$ cat src/rtl/wb_master_bridge_if.sv
// Wishbone signal bundle between a bus master (the bridge) and one crossbar master port.
interface wb_bus_t #(
   parameter int TAGSIZE = 2
) ();
   logic               cyc;
   logic               stb;
   logic               we;
   logic [31:0]        adr;
   logic [3:0]         sel;
   logic [31:0]        dat_ms;
   logic [31:0]        dat_sm;
   logic               lock;
   logic               gnt;
   logic               ack;
   logic               err;
   logic               rty;
   logic [TAGSIZE-1:0] tga;
   logic [TAGSIZE-1:0] tgc;
   logic [TAGSIZE-1:0] tgd_ms;

   modport master (
      output cyc, stb, we, adr, sel, dat_ms, lock, tga, tgc, tgd_ms,
      input  gnt, ack, err, rty, dat_sm
   );

   modport slave (
      input  cyc, stb, we, adr, sel, dat_ms, lock, tga, tgc, tgd_ms,
      output gnt, ack, err, rty, dat_sm
   );
endinterface

$ cat src/rtl/wb_master_bridge.sv
// Turns one valid/ready request into a single classic wishbone cycle on a crossbar master
// port, with gnt wait, rty backoff, error/timeout handling and one status-tagged response.
module wb_master_bridge #(
   parameter int TAGSIZE   = 2,
   parameter int MAX_RETRY = 4,
   parameter int BACKOFF   = 2,
   parameter int TIMEOUT   = 255
) (
   input  logic        clk_i,
   input  logic        rstn_i,
   input  logic        req_valid_i,
   output logic        req_ready_o,
   input  logic        req_we_i,
   input  logic [31:0] req_addr_i,
   input  logic [31:0] req_wdata_i,
   input  logic [3:0]  req_sel_i,
   input  logic        req_lock_i,
   output logic        rsp_valid_o,
   input  logic        rsp_ready_i,
   output logic [31:0] rsp_rdata_o,
   output logic [1:0]  rsp_status_o,
   wb_bus_t.master     wb
);

   typedef enum logic [1:0] {
      S_IDLE    = 2'd0,
      S_BUS     = 2'd1,
      S_BACKOFF = 2'd2,
      S_RESP    = 2'd3
   } state_t;

   typedef enum logic [1:0] {
      RSP_OK      = 2'b00,
      RSP_ERR     = 2'b01,
      RSP_RETRY   = 2'b10,
      RSP_TIMEOUT = 2'b11
   } status_t;

   localparam int TMO_W = (TIMEOUT > 0) ? $clog2(TIMEOUT + 1) : 1;
   localparam int BO_W  = (BACKOFF > 1) ? $clog2(BACKOFF) : 1;
   localparam logic [TMO_W-1:0] TMO_LAST  = TMO_W'((TIMEOUT > 0) ? TIMEOUT - 1 : 0);
   localparam logic [TMO_W-1:0] TMO_MAX   = {TMO_W{1'b1}};
   localparam logic [BO_W-1:0]  BO_LAST   = BO_W'(BACKOFF - 1);
   localparam logic [7:0]       RETRY_MAX = 8'(MAX_RETRY);
   localparam logic             TMO_EN    = (TIMEOUT > 0);

   state_t             state_q, state_d;
   logic               cyc_q, cyc_d;
   logic               we_q, we_d;
   logic [31:0]        adr_q, adr_d;
   logic [31:0]        dat_ms_q, dat_ms_d;
   logic [3:0]         sel_q, sel_d;
   logic               lock_req_q, lock_req_d;
   logic               lock_q, lock_d;
   logic [7:0]         retry_cnt_q, retry_cnt_d;
   logic [TMO_W-1:0]   tmo_cnt_q, tmo_cnt_d;
   logic [BO_W-1:0]    bo_cnt_q, bo_cnt_d;
   logic               rsp_valid_q, rsp_valid_d;
   logic [31:0]        rsp_rdata_q, rsp_rdata_d;
   status_t            rsp_status_q, rsp_status_d;

   logic               q_ack, q_err, q_rty, tmo_hit;
   logic               done;
   status_t            done_status;
   logic [31:0]        done_rdata;

   // Slave responses only count while the crossbar actually grants this port.
   assign q_ack   = wb.gnt & wb.ack;
   assign q_err   = wb.gnt & wb.err;
   assign q_rty   = wb.gnt & wb.rty;
   assign tmo_hit = TMO_EN && (tmo_cnt_q == TMO_LAST);

   assign req_ready_o = rstn_i & (state_q == S_IDLE);

   always_comb begin
      // NOTE: every _d starts from its _q, so no path through this block can infer a latch.
      state_d      = state_q;
      cyc_d        = cyc_q;
      we_d         = we_q;
      adr_d        = adr_q;
      dat_ms_d     = dat_ms_q;
      sel_d        = sel_q;
      lock_req_d   = lock_req_q;
      lock_d       = lock_q;
      retry_cnt_d  = retry_cnt_q;
      tmo_cnt_d    = tmo_cnt_q;
      bo_cnt_d     = bo_cnt_q;
      rsp_valid_d  = rsp_valid_q;
      rsp_rdata_d  = rsp_rdata_q;
      rsp_status_d = rsp_status_q;
      done         = 1'b0;
      done_status  = RSP_OK;
      done_rdata   = '0;

      case (state_q)
         S_IDLE: begin
            if (req_valid_i && req_ready_o) begin
               state_d     = S_BUS;
               cyc_d       = 1'b1;
               we_d        = req_we_i;
               adr_d       = req_addr_i;
               dat_ms_d    = req_wdata_i;
               sel_d       = req_sel_i;
               lock_req_d  = req_lock_i;
               lock_d      = req_lock_i;
               retry_cnt_d = '0;
               tmo_cnt_d   = '0;
            end
         end

         S_BUS: begin
            if (tmo_cnt_q != TMO_MAX) begin
               tmo_cnt_d = tmo_cnt_q + 1'b1;
            end
            if (q_err) begin
               done        = 1'b1;
               done_status = RSP_ERR;
            end else if (q_ack) begin
               done        = 1'b1;
               done_status = RSP_OK;
               done_rdata  = we_q ? 32'd0 : wb.dat_sm;
            end else if (q_rty) begin
               retry_cnt_d = retry_cnt_q + 8'd1;
               if (retry_cnt_d == RETRY_MAX) begin
                  done        = 1'b1;
                  done_status = RSP_RETRY;
               end else begin
                  // Drop cyc so the crossbar can serve other masters during backoff.
                  state_d  = S_BACKOFF;
                  cyc_d    = 1'b0;
                  lock_d   = 1'b0;
                  bo_cnt_d = '0;
               end
            end else if (tmo_hit) begin
               done        = 1'b1;
               done_status = RSP_TIMEOUT;
            end
         end

         S_BACKOFF: begin
            if (bo_cnt_q == BO_LAST) begin
               state_d   = S_BUS;
               cyc_d     = 1'b1;
               lock_d    = lock_req_q;
               tmo_cnt_d = '0;
            end else begin
               bo_cnt_d = bo_cnt_q + 1'b1;
            end
         end

         S_RESP: begin
            if (rsp_ready_i) begin
               state_d     = S_IDLE;
               rsp_valid_d = 1'b0;
            end
         end

         default: state_d = S_IDLE;
      endcase

      if (done) begin
         state_d      = S_RESP;
         cyc_d        = 1'b0;
         lock_d       = 1'b0;
         rsp_valid_d  = 1'b1;
         rsp_status_d = done_status;
         rsp_rdata_d  = done_rdata;
      end
   end

   always_ff @(posedge clk_i) begin
      // NOTE: state flops use non-blocking assignments so every flop samples pre-edge values.
      if (!rstn_i) begin
         state_q      <= S_IDLE;
         cyc_q        <= 1'b0;
         we_q         <= 1'b0;
         adr_q        <= '0;
         dat_ms_q     <= '0;
         sel_q        <= '0;
         lock_req_q   <= 1'b0;
         lock_q       <= 1'b0;
         retry_cnt_q  <= '0;
         tmo_cnt_q    <= '0;
         bo_cnt_q     <= '0;
         rsp_valid_q  <= 1'b0;
         rsp_rdata_q  <= '0;
         rsp_status_q <= RSP_OK;
      end else begin
         state_q      <= state_d;
         cyc_q        <= cyc_d;
         we_q         <= we_d;
         adr_q        <= adr_d;
         dat_ms_q     <= dat_ms_d;
         sel_q        <= sel_d;
         lock_req_q   <= lock_req_d;
         lock_q       <= lock_d;
         retry_cnt_q  <= retry_cnt_d;
         tmo_cnt_q    <= tmo_cnt_d;
         bo_cnt_q     <= bo_cnt_d;
         rsp_valid_q  <= rsp_valid_d;
         rsp_rdata_q  <= rsp_rdata_d;
         rsp_status_q <= rsp_status_d;
      end
   end

   assign wb.cyc    = cyc_q;
   assign wb.stb    = cyc_q;
   assign wb.we     = we_q;
   assign wb.adr    = adr_q;
   assign wb.sel    = sel_q;
   assign wb.dat_ms = dat_ms_q;
   assign wb.lock   = lock_q;
   assign wb.tga    = {TAGSIZE{1'b0}};
   assign wb.tgc    = {TAGSIZE{1'b0}};
   assign wb.tgd_ms = {TAGSIZE{1'b0}};

   assign rsp_valid_o  = rsp_valid_q;
   assign rsp_rdata_o  = rsp_rdata_q;
   assign rsp_status_o = rsp_status_q;

endmodule

$ cat src/flat_wrapper.sv
// flat-port wrapper written by rule: the top's interface ports become plain ports
module wb_master_bridge_flat 
#(
   parameter int TAGSIZE   = 2,
   parameter int MAX_RETRY = 4,
   parameter int BACKOFF   = 2,
   parameter int TIMEOUT   = 255
)
  (clk_i, rstn_i, req_valid_i, req_ready_o, req_we_i, req_addr_i, req_wdata_i, req_sel_i, req_lock_i, rsp_valid_o, rsp_ready_i, rsp_rdata_o, rsp_status_o, wb_cyc, wb_stb, wb_we, wb_adr, wb_sel, wb_dat_ms, wb_lock, wb_tga, wb_tgc, wb_tgd_ms, wb_gnt, wb_ack, wb_err, wb_rty, wb_dat_sm);
  wb_bus_t #(.TAGSIZE(TAGSIZE)) wb_i ();
  input  logic clk_i;
  input  logic rstn_i;
  input  logic req_valid_i;
  output logic req_ready_o;
  input  logic req_we_i;
  input  logic [31:0] req_addr_i;
  input  logic [31:0] req_wdata_i;
  input  logic [3:0] req_sel_i;
  input  logic req_lock_i;
  output logic rsp_valid_o;
  input  logic rsp_ready_i;
  output logic [31:0] rsp_rdata_o;
  output logic [1:0] rsp_status_o;
  output wire logic [$bits(wb_i.cyc)-1:0] wb_cyc;
  output wire logic [$bits(wb_i.stb)-1:0] wb_stb;
  output wire logic [$bits(wb_i.we)-1:0] wb_we;
  output wire logic [$bits(wb_i.adr)-1:0] wb_adr;
  output wire logic [$bits(wb_i.sel)-1:0] wb_sel;
  output wire logic [$bits(wb_i.dat_ms)-1:0] wb_dat_ms;
  output wire logic [$bits(wb_i.lock)-1:0] wb_lock;
  output wire logic [$bits(wb_i.tga)-1:0] wb_tga;
  output wire logic [$bits(wb_i.tgc)-1:0] wb_tgc;
  output wire logic [$bits(wb_i.tgd_ms)-1:0] wb_tgd_ms;
  input wire logic [$bits(wb_i.gnt)-1:0] wb_gnt;
  input wire logic [$bits(wb_i.ack)-1:0] wb_ack;
  input wire logic [$bits(wb_i.err)-1:0] wb_err;
  input wire logic [$bits(wb_i.rty)-1:0] wb_rty;
  input wire logic [$bits(wb_i.dat_sm)-1:0] wb_dat_sm;
  assign wb_cyc = wb_i.cyc;
  assign wb_stb = wb_i.stb;
  assign wb_we = wb_i.we;
  assign wb_adr = wb_i.adr;
  assign wb_sel = wb_i.sel;
  assign wb_dat_ms = wb_i.dat_ms;
  assign wb_lock = wb_i.lock;
  assign wb_tga = wb_i.tga;
  assign wb_tgc = wb_i.tgc;
  assign wb_tgd_ms = wb_i.tgd_ms;
  assign wb_i.gnt = wb_gnt;
  assign wb_i.ack = wb_ack;
  assign wb_i.err = wb_err;
  assign wb_i.rty = wb_rty;
  assign wb_i.dat_sm = wb_dat_sm;
  wb_master_bridge #(.TAGSIZE(TAGSIZE), .MAX_RETRY(MAX_RETRY), .BACKOFF(BACKOFF), .TIMEOUT(TIMEOUT)) u_core (.clk_i(clk_i), .rstn_i(rstn_i), .req_valid_i(req_valid_i), .req_ready_o(req_ready_o), .req_we_i(req_we_i), .req_addr_i(req_addr_i), .req_wdata_i(req_wdata_i), .req_sel_i(req_sel_i), .req_lock_i(req_lock_i), .rsp_valid_o(rsp_valid_o), .rsp_ready_i(rsp_ready_i), .rsp_rdata_o(rsp_rdata_o), .rsp_status_o(rsp_status_o), .wb(wb_i));
endmodule
$ cat config.mk
export PLATFORM = sky130hd
export DESIGN_NAME = wb_master_bridge_flat
export DESIGN_NICKNAME = d
export VERILOG_FILES = /design/src/rtl/wb_master_bridge_if.sv /design/src/rtl/wb_master_bridge.sv /design/src/flat_wrapper.sv
export SDC_FILE = /design/constraint.sdc
export NUM_CORES = 1
export LEC_CHECK = 0
export ABC_CLOCK_PERIOD_IN_PS = 3520
export CORE_MARGIN = 3
export CORE_UTILIZATION = 30
export CTS_CLUSTER_DIAMETER = 30
export DETAILED_ROUTE_END_ITERATION = 10
export PLACE_DENSITY = 0.68
export SYNTH_ARGS = -nofsm -noshare
export SYNTH_HDL_FRONTEND = slang
export SYNTH_SLANG_ARGS = --single-unit
$ cat constraint.sdc
create_clock -name clk_i -period 3.52 [get_ports clk_i]
set_input_delay 0.88 -clock clk_i [delete_from_list [all_inputs] [get_ports clk_i]]
set_output_delay 0.88 -clock clk_i [all_outputs]
set_load 0.1 [all_outputs]
==> reports/qor_table.md <==
| Result | Reported |
|:---|:---|
| Detailed-placement wirelength estimate | 9.94 mm |
| Unique masters post-synth | 55 |
| Mapped Cells | 583 |
| Post-synthesis compound-gate area fraction | 0.203 |
| Layout overhead on the synthesized area | 53.8% |
| Relative slew slack | 0.534 |
| Internal power | 3590 uW |
| Post-synth EDFFs | 0 |
| CTS tree | yes |
| Mapped Area | 0.00506 mm^2 |
| Top-level port count | 224 |
| Yosys warning count | 0 |
| Utilization of the core after routing | 0.481 |
| Die area | 0.0185 mm^2 |
| Leading area contributor after synthesis | dfxtp_1 |
| Vertical die dimension | 136 um |
| Switching power total | 2750 uW |
| Proportion of layout cells with a drive suffix above 1 | 0.203 |
| Placed inst area | 0.00711 mm^2 |
| Clock latency reported for the late side of the worst-skew pair | 0.41 ns |
| Worst-margin pin slew | 0.699 ns |
| Num CTS Buffers | 17 |
| Number of sinks driven by the clock tree | 126 |
| Floorplan core area | 0.0162 mm^2 |
| Total Neg Setup Slack | 0 ns |
| Final Hold Viols | 0 |
| Initial DRC Count | 232 |
| Main combinational cell family by area after synthesis | simple AND/OR/NAND/NOR gates |
| Antenna viol nets, final | 0 |
| Clock slew at the register clock pins of the worst setup and hold paths | 0.06 ns |
| Cell area after layout | 0.00778 mm^2 |
| Adder-cell area share of the yosys netlist | 0.0198 |
| Worst Path Arrival | 2.88 ns |
| Worst clock skew on the final layout | 0.00783 ns |
| Max clock buf depth | 2 |
| Routed Wire Length | 14.3 mm |
| Vias per inst | 4.63 |
| Min Clock Period, post-route | 2.53 ns |
| Resized Gates After CTS | 0 |
| Unrepaired setup endpoints after global routing | false |
| Kind of launch point of the worst setup path | flop |
| Class of the tightest hold or removal check | reg -> reg |
| Worst Setup Path Type | reg -> reg |
| Peak VDD IR | 0.000438 V |
| P_leak | 0.00315 uW |
| Post-synthesis average cell area | 8.67 um^2 |
| Simple-gate area share of the yosys netlist | 0.209 |
| Max cap viols | 0 |
| Comb power frac | 0.407 |
| Achievable clock frequency | 395 MHz |
| Final-report setup violation count | 0 |
| Antenna violations before repair | 0 |
| Width of the die | 136 um |
| Post-synthesis sequential area ratio | 0.499 |
| Data required time at the worst endpoint | 3.87 ns |
| Xor and xnor fraction of the mapped netlist area | 0.00693 |
| Diodes inserted | 0 |
| Total routing usage reported by global routing | 0.154 |
| Average routed wire per standard cell | 14.1 um |
| Total power divided by cell area | 814 mW/mm^2 |
| CTS root buf | clkbuf_16 |
| Std cell rows | 46 |
| Total gr overflow | 0 |
| Clock network fraction of total power | 0.314 |
| Wire length of the first global-routing pass | 22.6 mm |
| Maximum number of pins on one net before global-route repair | 141 |
| Share of total power in sequential cells | 0.278 |
| Part of the cycle the worst path needs | 0.719 |
| RD Place Congestion | 0.777 |
| Slew Limit Fails | 0 |
| Ys flop type | dfxtp_1 |
| Number of buffers inserted by port buffering | 217 |
| Sw Share | 0.434 |
| Number of H-tree branching levels | 4 |
| Outcome | complete, no violations |
| Cts hold-fix bufs | 0 |
| Number of search-and-repair iterations in the first detailed-routing pass | 4 |
| Multiplexer share of the synthesized area | 0.00594 |
| Net count of the finished layout | 904 |
| Largest fanout on the critical path | 22 |
| Post-CTS setup buffer count | 0 |
| Number of global-route vias before repair | 4528 |
| Fraction of registers with async set/reset | 0 |
| Share of the synthesized area in the top cell type | 0.499 |
| Post-synthesis sequential element count | 126 |
| Post-detailed-route DRC marker count | 0 |
| Initial Utilization | 0.313 |
| Top cells by area, synth | dfxtp_1 50%, nand2_1 12%, o21ai_0 8.2%, a22o_1 5.7%, clkbuf_1 2.4% |
| Count of vias placed by the detailed router | 4690 |
| Critical Path Sink Type | flop |
## path summary, 6_finish.rpt
kind                            cells after the start  slack [ns]                          startpoint                                 to
worst max-delay path                                8        0.99  u_core.retry_cnt_q[0]$_SDFFE_PN0P_         u_core.wb.cyc$_SDFFE_PP0P_
worst min-delay path                                2        0.45   u_core.wb.dat_ms[23]$_SDFFE_PN0P_  u_core.wb.dat_ms[23]$_SDFFE_PN0P_
worst max register to register                      8        0.99  u_core.retry_cnt_q[0]$_SDFFE_PN0P_         u_core.wb.cyc$_SDFFE_PP0P_
worst min register to register                      2        0.45   u_core.wb.dat_ms[23]$_SDFFE_PN0P_  u_core.wb.dat_ms[23]$_SDFFE_PN0P_
## power groups by stage
stage	registers (uW)	clock network (uW)	logic, uW
after floorplan	3050	0	692
after global placement	1790	0	2580
after detailed placement	1790	0	2590
after CTS	1770	2050	2600
after global routing	1790	2100	2710
final	1760	1990	2580
## layer usage
metal	part of all wire	routed length, um	vias up	track usage
li1	-	-	2394	-
met1	0.42	6000	2132	0.180
met2	0.48	6910	146	0.253
met3	0.077	1100	18	0.0588
met4	0.019	274	0	0.0622
met5	0	0	-	0
## cells in the mapped netlist (2+ instances only)
master,count
inv_1,11
a21boi_0,3
or3_1,6
nand3_2,2
nand2_1,159
nand4_1,3
or2_1,2
a22o_1,33
and2_1,3
a21o_1,3
nor3_1,8
o31ai_1,3
xnor2_1,4
nor4b_1,2
buf_4,10
nor2b_1,11
a21oi_1,10
a31oi_1,2
o21ai_0,83
clkbuf_1,32
mux2i_1,3
nor2_1,8
nor3b_1,2
dfxtp_1,126
o211ai_1,3
a2bb2oi_1,2
nand4bb_1,2
nand3_1,7
buf_6,4
nor4_1,2
a22oi_1,3
ha_1,8
## through the flow
stage                     setup WS (ns)  hold WS (ns)  power [uW]  cells
after CTS                         0.975         0.459        6410   1014
after detailed placement          0.609         0.449        4380    983
after floorplan                   0.784         0.436        3750    588
final                             0.988         0.454        6330   1014
after global routing              0.807         0.473        6600   1014
after global placement            0.637         0.445        4360    983
## flip-flops by register name, summed over array words and instances, names as in the netlist
| name | flops |
|---|---|
| u_core.bo_cnt_q | 1 |
| u_core.lock_req_q | 1 |
| u_core.retry_cnt_q | 8 |
| u_core.rsp_rdata_o | 32 |
| u_core.rsp_status_o | 2 |
| u_core.rsp_valid_o | 1 |
| u_core.state_q | 2 |
| u_core.tmo_cnt_q | 8 |
| u_core.wb.adr | 32 |
| u_core.wb.cyc | 1 |
| u_core.wb.dat_ms | 32 |
| u_core.wb.lock | 1 |
| u_core.wb.sel | 4 |
| u_core.wb.we | 1 |
## cells by family after synthesis
family / after synthesis
AOI/OAI and AO/OA: 156
xor gates and xnor gates: 4
adders and majority gates: 8
buffers and inverters: 58
DFF: 126
muxes: 3
other: 1
and+or+nand+nor: 227
## critical path, cell delays in order, from the launching register on
cell	delay [ns]
dfxtp_1	0.50
ha_1	0.38
nand3_2	0.17
and4b_1	0.25
or2_1	0.23
o2111a_2	0.21
nor2_4	0.35
buf_12	0.21
o211a_1	0.15
## placed cells by master (no fill, tap or decap), types with 7 or more instances in the layout
master,instances
nand2_1,159
dfxtp_1,126
buf_4,113
clkdlybuf4s50_1,108
o21ai_0,83
a22o_1,33
clkbuf_16,17
inv_1,11
nor2b_1,11
a21oi_1,10
nor2_1,8
ha_1,8
nor3_1,7
nand3_1,7
## cell type report
| type | instances | area [um^2] |
|---|---|---|
| clock inverters | 13 | 239 |
| well taps | 216 | 270 |
| clock buffers | 18 | 429 |
| repair buffers | 225 | 1990 |
| inverters | 12 | 45.0 |
| fillers | 1570 | 8390 |
| flip-flops and latches | 126 | 2520 |
| multi-input cells | 404 | 2280 |
Note: power is estimated with default switching activity, not from simulation.
